==> src/rtl/pipeline_ctrl_pkg.sv <==
// Shared types for the pipeline stall/flush controller.
// Holds the controller state encoding and the hardwired-zero register id.
package pipeline_ctrl_pkg;
   typedef enum logic [1:0] {RUN, DRAIN, HALTED} state_t;
   localparam logic [3:0] ZERO_REG = 4'h0;
endpackage

==> src/rtl/pipeline_ctrl_load_use.sv <==
// Load-use hazard compare between the instruction in ID and a load in EX.
// Pure combinational; writes to the zero register never create a hazard.
module load_use_detect
   import pipeline_ctrl_pkg::*;
(
   input  logic [3:0] rs,
   input  logic [3:0] rt,
   input  logic       rs_used,
   input  logic       rt_used,
   input  logic [3:0] rd,
   input  logic       register_we,
   input  logic       memory_en,
   input  logic       memory_we,
   output logic       load_use
);
   logic is_load;
   logic rs_hit;
   logic rt_hit;

   assign is_load  = memory_en & ~memory_we & register_we;
   assign rs_hit   = rs_used & (rs == rd);
   assign rt_hit   = rt_used & (rt == rd);
   assign load_use = is_load & (rd != ZERO_REG) & (rs_hit | rt_hit);
endmodule

==> src/rtl/pipeline_ctrl.sv <==
// Stall/flush controller: pipeline register enables, bubbles, halt drain
// sequencing and saturating stall/bubble performance counters.
module pipeline_ctrl
   import pipeline_ctrl_pkg::*;
#(
   parameter int CNT_W = 16
) (
   input  logic             clk,
   input  logic             rst,
   input  logic [3:0]       rs_ID,
   input  logic [3:0]       rt_ID,
   input  logic             rs_used_ID,
   input  logic             rt_used_ID,
   input  logic [3:0]       rd_EX,
   input  logic             register_we_EX,
   input  logic             memory_en_EX,
   input  logic             memory_we_EX,
   input  logic             branch_taken_ID,
   input  logic             halt_ID,
   input  logic             halt_WB,
   input  logic             icache_miss,
   input  logic             dcache_miss,
   output logic             pc_we,
   output logic             IF_ID_we,
   output logic             ID_EX_we,
   output logic             EX_MEM_we,
   output logic             MEM_WB_we,
   output logic             IF_ID_flush,
   output logic             ID_EX_flush,
   output logic             MEM_WB_flush,
   output logic             halted,
   output logic [CNT_W-1:0] stall_cycles,
   output logic [CNT_W-1:0] bubble_count
);
   state_t state;
   logic   load_use;
   logic   active;
   logic   go_drain;
   logic   stall_inc;
   logic   bubble_inc;

   load_use_detect u_lud (
      .rs          (rs_ID),
      .rt          (rt_ID),
      .rs_used     (rs_used_ID),
      .rt_used     (rt_used_ID),
      .rd          (rd_EX),
      .register_we (register_we_EX),
      .memory_en   (memory_en_EX),
      .memory_we   (memory_we_EX),
      .load_use    (load_use)
   );

   assign active = (state != HALTED);

   always_comb begin
      pc_we        = active;
      IF_ID_we     = active;
      ID_EX_we     = active;
      EX_MEM_we    = active;
      MEM_WB_we    = active;
      IF_ID_flush  = 1'b0;
      ID_EX_flush  = 1'b0;
      MEM_WB_flush = 1'b0;
      go_drain     = 1'b0;
      if (state == DRAIN) begin
         pc_we       = 1'b0;
         IF_ID_flush = 1'b1;
      end
      if (active && dcache_miss) begin
         pc_we        = 1'b0;
         IF_ID_we     = 1'b0;
         ID_EX_we     = 1'b0;
         EX_MEM_we    = 1'b0;
         MEM_WB_flush = 1'b1;
      end else if (state == RUN) begin
         priority case (1'b1)
            load_use: begin
               pc_we       = 1'b0;
               IF_ID_we    = 1'b0;
               ID_EX_flush = 1'b1;
            end
            icache_miss && branch_taken_ID: begin
               pc_we       = 1'b0;
               IF_ID_we    = 1'b0;
               ID_EX_flush = 1'b1;
            end
            icache_miss: begin
               pc_we       = 1'b0;
               IF_ID_flush = 1'b1;
            end
            branch_taken_ID: IF_ID_flush = 1'b1;
            halt_ID: begin
               pc_we       = 1'b0;
               IF_ID_flush = 1'b1;
               go_drain    = 1'b1;
            end
            default: ;
         endcase
      end
   end

   assign stall_inc  = active & ~pc_we;
   assign bubble_inc = IF_ID_flush | ID_EX_flush | MEM_WB_flush;

   always_ff @(posedge clk) begin
      if (rst) begin
         state        <= RUN;
         halted       <= 1'b0;
         stall_cycles <= '0;
         bubble_count <= '0;
      end else begin
         // WB commits even while MEM is stalled, so halt_WB wins over dcache_miss
         unique case (state)
            RUN: begin
               if (halt_WB) begin
                  state  <= HALTED;
                  halted <= 1'b1;
               end else if (go_drain) begin
                  state <= DRAIN;
               end
            end
            DRAIN: begin
               if (halt_WB) begin
                  state  <= HALTED;
                  halted <= 1'b1;
               end
            end
            HALTED: halted <= 1'b1;
            default: state <= RUN;
         endcase
         if (stall_inc && (stall_cycles != '1))
            stall_cycles <= stall_cycles + CNT_W'(1);
         if (bubble_inc && (bubble_count != '1))
            bubble_count <= bubble_count + CNT_W'(1);
      end
   end
endmodule

==> config.mk <==
export PLATFORM = sky130hd
export DESIGN_NAME = pipeline_ctrl
export DESIGN_NICKNAME = d
export VERILOG_FILES = /design/src/rtl/pipeline_ctrl_pkg.sv /design/src/rtl/pipeline_ctrl_load_use.sv /design/src/rtl/pipeline_ctrl.sv
export SDC_FILE = /design/constraint.sdc
export NUM_CORES = 1
export LEC_CHECK = 0
export ABC_AREA = 1
export BUFFER_PORTS_ARGS = -buffer_cell sky130_fd_sc_hd__buf_4
export CORE_MARGIN = 2
export CORE_UTILIZATION = 53
export DETAILED_ROUTE_END_ITERATION = 6
export GPL_TIMING_DRIVEN = 1
export HOLD_SLACK_MARGIN = 0.06
export PLACE_DENSITY = 0.81
export SYNTH_ARGS = -nofsm -noshare
export SYNTH_HDL_FRONTEND = slang
export SYNTH_SLANG_ARGS = --single-unit
==> constraint.sdc <==
create_clock -name clk -period 2.54 [get_ports clk]
set_clock_uncertainty 0.1 [all_clocks]
set_input_delay 0.508 -clock clk [delete_from_list [all_inputs] [get_ports clk]]
set_output_delay 0.508 -clock clk [all_outputs]
set_load 0.005 [all_outputs]
**Yosys cells after proc, flatten, opt, wreduce, memory -nomap -nowiden**

Cells that the tools add are included.

- Bits in registers: 35
- Input bits: 24
- Output and inout bits: 41
- Word-level logic and storage cells: 78

- Add/sub/neg operators: 2
- Eq/ne operators: 10
- Muxes and demuxes: 39
- Bitwise gates (word level): 13
- Reductions and logical operators: 10

Operators with widths:

| kind | number |
|---|---|
| $mux W1 | 34 |
| $add A16 B1 Y16 const B | 2 |
| $ne A16 B16 Y1 const B | 2 |
| $eq A4 B4 Y1 | 2 |
| $and A1 B1 Y1 | 7 |
| $mux W2 | 3 |
| $pmux W2 S3 | 1 |
| $logic_and A1 B1 Y1 | 4 |
| $ne A2 B2 Y1 const B | 2 |
| $reduce_bool A4 Y1 | 1 |
| $ne A3 B3 Y1 const B | 1 |
| $not A1 Y1 | 3 |
| $or A1 B1 Y1 | 3 |
| $reduce_and A3 Y1 | 1 |
| $eq A2 B1 Y1 const B | 1 |
| $eq A2 B2 Y1 const B | 1 |
| $logic_not A2 Y1 | 1 |
| $ne A2 B1 Y1 const B | 1 |
| $pmux W1 S2 | 1 |
| $reduce_and A2 Y1 | 1 |
| $reduce_bool A2 Y1 | 1 |
| $reduce_or A2 Y1 | 1 |

**Logic depth before layout (Yosys ltp)**

- Word-level depth: 12
- Gate-level depth with buffers: 14
- Mapped depth without buffers: 14

**Modules after synthesis**

Synthesis repeated with hierarchy kept, for this count alone.

- Cells, all modules: 385
- Area, all modules: 2,406.1 µm²

Modules (own cells, without submodules):

| module | times used | cells each | area an instance (µm²) | seq. area each (µm²) |
|---|---|---|---|---|
| pipeline_ctrl | 1 | 348 | 2,233.4 | 700.7 |
| load_use_detect | 1 | 37 | 172.7 | 0.0 |

**Least setup slack after synthesis**

Ideal clock, no wire load.

- Kind: input -> output
- Start: input port memory_we_EX
- End: output port pc_we
- Arrival time: 1,429 ps
- Data required time: 1,932 ps
- Slack: 503 ps
- Stages on the path: 8
- Path buffers: 1
- Cells stage by stage: nand3b_1 -> a31oi_1 -> nand2_4 -> nand3b_1 -> nand2_1 -> nand2_4 -> buf_6 -> inv_1

- Word-level cells in the longest chain between the ends: 8

Ends and longest elaborated chain:

| element | line | source |
|---|---|---|
| start, declared | pipeline_ctrl.sv:17 | `input logic memory_we_EX,` |
| $not A1 Y1 | pipeline_ctrl_load_use.sv:20 | `assign is_load = memory_en & ~memory_we & register_we;` |
| $and A1 B1 Y1 (2 in a row) | pipeline_ctrl_load_use.sv:20 |  |
| $and A1 B1 Y1 (2 in a row) | pipeline_ctrl_load_use.sv:23 | `assign load_use = is_load & (rd != ZERO_REG) & (rs_hit \| rt_hit);` |
| $mux W1 | pipeline_ctrl.sv:77 | `priority case (1'b1)` |
| $mux W1 | pipeline_ctrl.sv:76 | `end else if (state == RUN) begin` |
| $mux W1 | pipeline_ctrl.sv:70 | `if (active && dcache_miss) begin` |
| end, declared | pipeline_ctrl.sv:23 | `output logic pc_we,` |

No other way between the ends.

**Worst setup path after layout**

- Start: register state[0]
- End: output port IF_ID_flush

- Word-level cells in the longest chain between the ends: 9
- Elaborated cells between the ends (all ways): 12
- Those cells by class: 2 x eq/ne; 8 x mux; 2 x reduce/logical

Ends and longest elaborated chain:

| element | line | source |
|---|---|---|
| start, declared | pipeline_ctrl.sv:35 | `state_t state;` |
| start signal, assigned | pipeline_ctrl.sv:108 | `state <= RUN;` |
| start signal, assigned | pipeline_ctrl.sv:117 | `state <= HALTED;` |
| start signal, assigned | pipeline_ctrl.sv:120 | `state <= DRAIN;` |
| $eq A2 B1 Y1 | pipeline_ctrl.sv:66 | `if (state == DRAIN) begin` |
| $mux W1 | pipeline_ctrl.sv:66 |  |
| $mux W1 (5 in a row) | pipeline_ctrl.sv:77 |  |
| $mux W1 | pipeline_ctrl.sv:76 |  |
| $mux W1 * | pipeline_ctrl.sv:70 |  |
| end, declared | pipeline_ctrl.sv:28 | `output logic IF_ID_flush,` |

Mark *: on every way between the ends. The rest lies on a longest branch, timed or not.

==> flow_summary.ini <==
[finish]
synthToLayoutAreaGrowth_pct = 23.36
post-route-cell-area_um2 = 3019
multi_input_area_um2 = 1519
nNetsFinal = 450
diodes = 0
drive_gt1_share_pct = 25.83
seqCellArea_um2 = 700.7
fillers = 401

[synth]
yosys-top-cells-area = dfxtp_1 29%, nand2_1 11%, nand3_1 10%
synth_area_um2 = 2447
async_reset_ff_share_pct = 0
synth_seq_cells = 35
synth-edff-count = 0
syn_nets = 388
synth.distinct_cells = 31
yosys.area.top_type = dfxtp_1
synth.avg_cell_area_um2 = 6.817
ys.flop_type = dfxtp_1
yosysTopAreaCellShare_pct = 28.63
yosys_warnings = 0
seq_area_frac_synth_pct = 28.63
synthCells = 359

[floorplanning]
fp.dieW_um = 71.96
chipHeight_um = 71.96
rows = 24
coreArea_um2 = 4414
die_area_um2 = 5178
initial_core_util_pct = 55.44
pin_count = 65

[sta]
worst_pin_slew_ns = 0.4088
rsz0062_at_grt = false
period_minus_slack_ns = 2.345
tns_ns = 0
hold_viol = 0
maxSlewHeadroom_pct = 72.74
post-route-period-util_pct = 92.31
setup_violations = 0
slew_violations = 0
timing.fmax_mhz = 426.5

[clock_tree]
cts_tree = built
cts-buffers-inserted = 5
hold_buffers = 0
clkSlewWorstSetupHoldPaths_ns = 0.08
cts.sinks = 35
root_buffer = clkbuf_8
cts_setup_buffers = 0
h-tree-depth = 2
insertion_delay_ns = 0.30
cts_buffer_depth = 2

[power]
p_sw_share_pct = 34.86
power_density_nw_per_um2 = 473.0
combPwrFrac_pct = 28.4
p_leak_nw = 1.366
switchingPower_w = 0.0004977
ir_drop_uv = 336.2
sequentialPowerShare_pct = 42.8
p_int_w = 0.0009302
power_frac_clock_pct = 28.8

[placement]
dp_hpwl_mm = 4.413
postPlaceCellArea_um2 = 2928
place_congestion = 0.9383
io_buffers = 64

[worst_setup_path]
cp-start-kind = register
path_common_cell = inv_1
crit_family = buffers and inverters
arrival_ns = 1.74
regToRegSetupSlack_ns = 0.44
crit_path_top_delay_cell = dfxtp_1
crit_fanout = 4
cp_cell_sequence = inv_1 -> ha_2 -> nor2_4 -> inv_1 -> nand3_1 -> nor2_1 -> a21oi_4 -> inv_1 -> buf_4
critical_path_buf_inv_count = 4
cp-end-kind = primary output
crit_type = register to primary output
worstPathRequired_ns = 1.93
critPathMaxStageDelay_ns = 0.36

[routing]
post_drt_wl_per_cell_um = 12.48
drt_wl_total_mm = 5.915
ant_nets = 0
vias = 2514
first_iter_violations = 124
dr.pass1.iters = 4
via_per_inst = 5.304
drc = 0

[global_route]
grt_overflow = 0
grt_pass1_wl_mm = 10.09
grtUsageTotal_pct = 23.79
grt_max_degree = 34
grt_pass1_vias = 2340
antenna_found_initial = 0

[min_path]
worst_hold_path_type = register to register

[run]
cap_violations = 0

[outcome]
status = completed
## worst paths after layout
| check | from | end | cells after the start |
|---|---|---|---|
| worst min-delay path | state[1]$_SDFFE_PP0P_ | state[1]$_SDFFE_PP0P_ | 2 |
| worst min register to register | state[1]$_SDFFE_PP0P_ | state[1]$_SDFFE_PP0P_ | 2 |
| worst max-delay path | state[0]$_SDFFE_PP0P_ | IF_ID_flush | 9 |
| worst max register to register | stall_cycles[0]$_SDFFE_PP0P_ | stall_cycles[5]$_SDFFE_PP0P_ | 11 |
## power groups by stage
stage | logic, W | clock network (W) | registers, W
CTS | 0.000406 | 0.000422 | 0.000611
global route | 0.000453 | 0.000443 | 0.000616
floorplan | 0.000289 | 0 | 0.000618
finish | 0.000406 | 0.000411 | 0.000612
global placement | 0.000393 | 0 | 0.000623
detailed placement | 0.000402 | 0 | 0.000623
## area by class of cell
type                    instances  share of cell area [%]
flip-flops and latches         35                   23.21
clock buffers                   5                   2.279
clock inverters                 3                  0.6631
inverters                      40                   4.973
multi-input cells             273                   50.31
repair buffers                 66                   16.41
well taps                      52                   2.155
## tightest hold or removal path, stage by stage, from the launching register on
cell and delay, ns:
dfxtp_1 0.33, nand2_1 0.07, a21oi_1 0.05
## per-stage QoR
step           instances  hold WS (ns)  setup WS (ns)  util [%]  total power (W)
6_report             474        0.3919         0.1954     68.40         0.001428
3_3_place_gp         466        0.3551         0.4132     66.33         0.001016
2_1_floorplan        359        0.3570         0.5028         -        0.0009067
4_1_cts              474        0.3938         0.1383     68.34         0.001439
5_1_grt              474        0.4144        0.06082     68.40         0.001512
3_5_place_dp         466        0.3791         0.3414     66.33         0.001025
## cell usage after synthesis (2+ instances only)
| master | number |
|---|---|
| nor3_1 | 7 |
| xnor2_1 | 14 |
| clkbuf_1 | 4 |
| inv_2 | 4 |
| nand2_4 | 4 |
| o21ai_0 | 2 |
| a21oi_1 | 24 |
| nand3b_1 | 3 |
| nor2_1 | 36 |
| ha_1 | 5 |
| nand2_1 | 73 |
| buf_4 | 2 |
| dfxtp_1 | 35 |
| nor4_1 | 2 |
| a21oi_2 | 10 |
| xor2_1 | 16 |
| buf_1 | 2 |
| nand4_1 | 7 |
| buf_6 | 2 |
| inv_1 | 35 |
| nand2_2 | 12 |
| nand3_1 | 51 |
## per-layer routing
metal | vias to the layer above | global-route usage (%) | part of all wire, %
li1 | 1289 | - | -
met1 | 1136 | 31.00 | 47
met2 | 82 | 39.40 | 46
met3 | 7 | 4.306 | 6.0
met4 | 0 | 9.015 | 1.2
met5 | - | 0 | 0
## flip-flops by register name, summed over array words and instances, names as in the netlist
signal        cells
stall_cycles     16
state             2
bubble_count     16
halted            1
## cells in the final DEF, fill, tap and decap left out
cell and instances:
nor2_4 1, inv_2 4, o31ai_1 1, nand3_4 1, xor2_1 16, a31oi_1 1
nand2_4 4, clkbuf_8 5, o21ai_0 2, nand3b_2 1, nand3b_1 3, clkinvlp_4 2
clkinv_2 1, xnor2_1 14, nor3_1 7, nor2_1 36, a21oi_1 24, ha_2 1
inv_1 35, o21ai_1 1, ha_1 4, nand4_1 7, a21oi_4 1, a21oi_2 10
nand2_2 12, dfxtp_1 35, nand3_1 51, nor4_1 2, buf_4 66, clkinv_1 1
nand2_1 73
## cells by family (layout without fill, tap and decap cells)
kind of cell | Yosys count | count (layout) | share of synthesized area, %
buf+inv | 51 | 114 | 9.407
simple gates | 198 | 198 | 38.34
compound gates | 40 | 40 | 10.33
flops | 35 | 35 | 28.63
xor+xnor | 30 | 30 | 10.74
fa+ha+maj | 5 | 5 | 2.556
## timing repair
action                                 CTS  global route
setup endpoints to repair                0             1
resized for setup                        0             1
endpoints found under the hold margin    0             0
No activity file was read; power rests on OpenSTA's default activity.
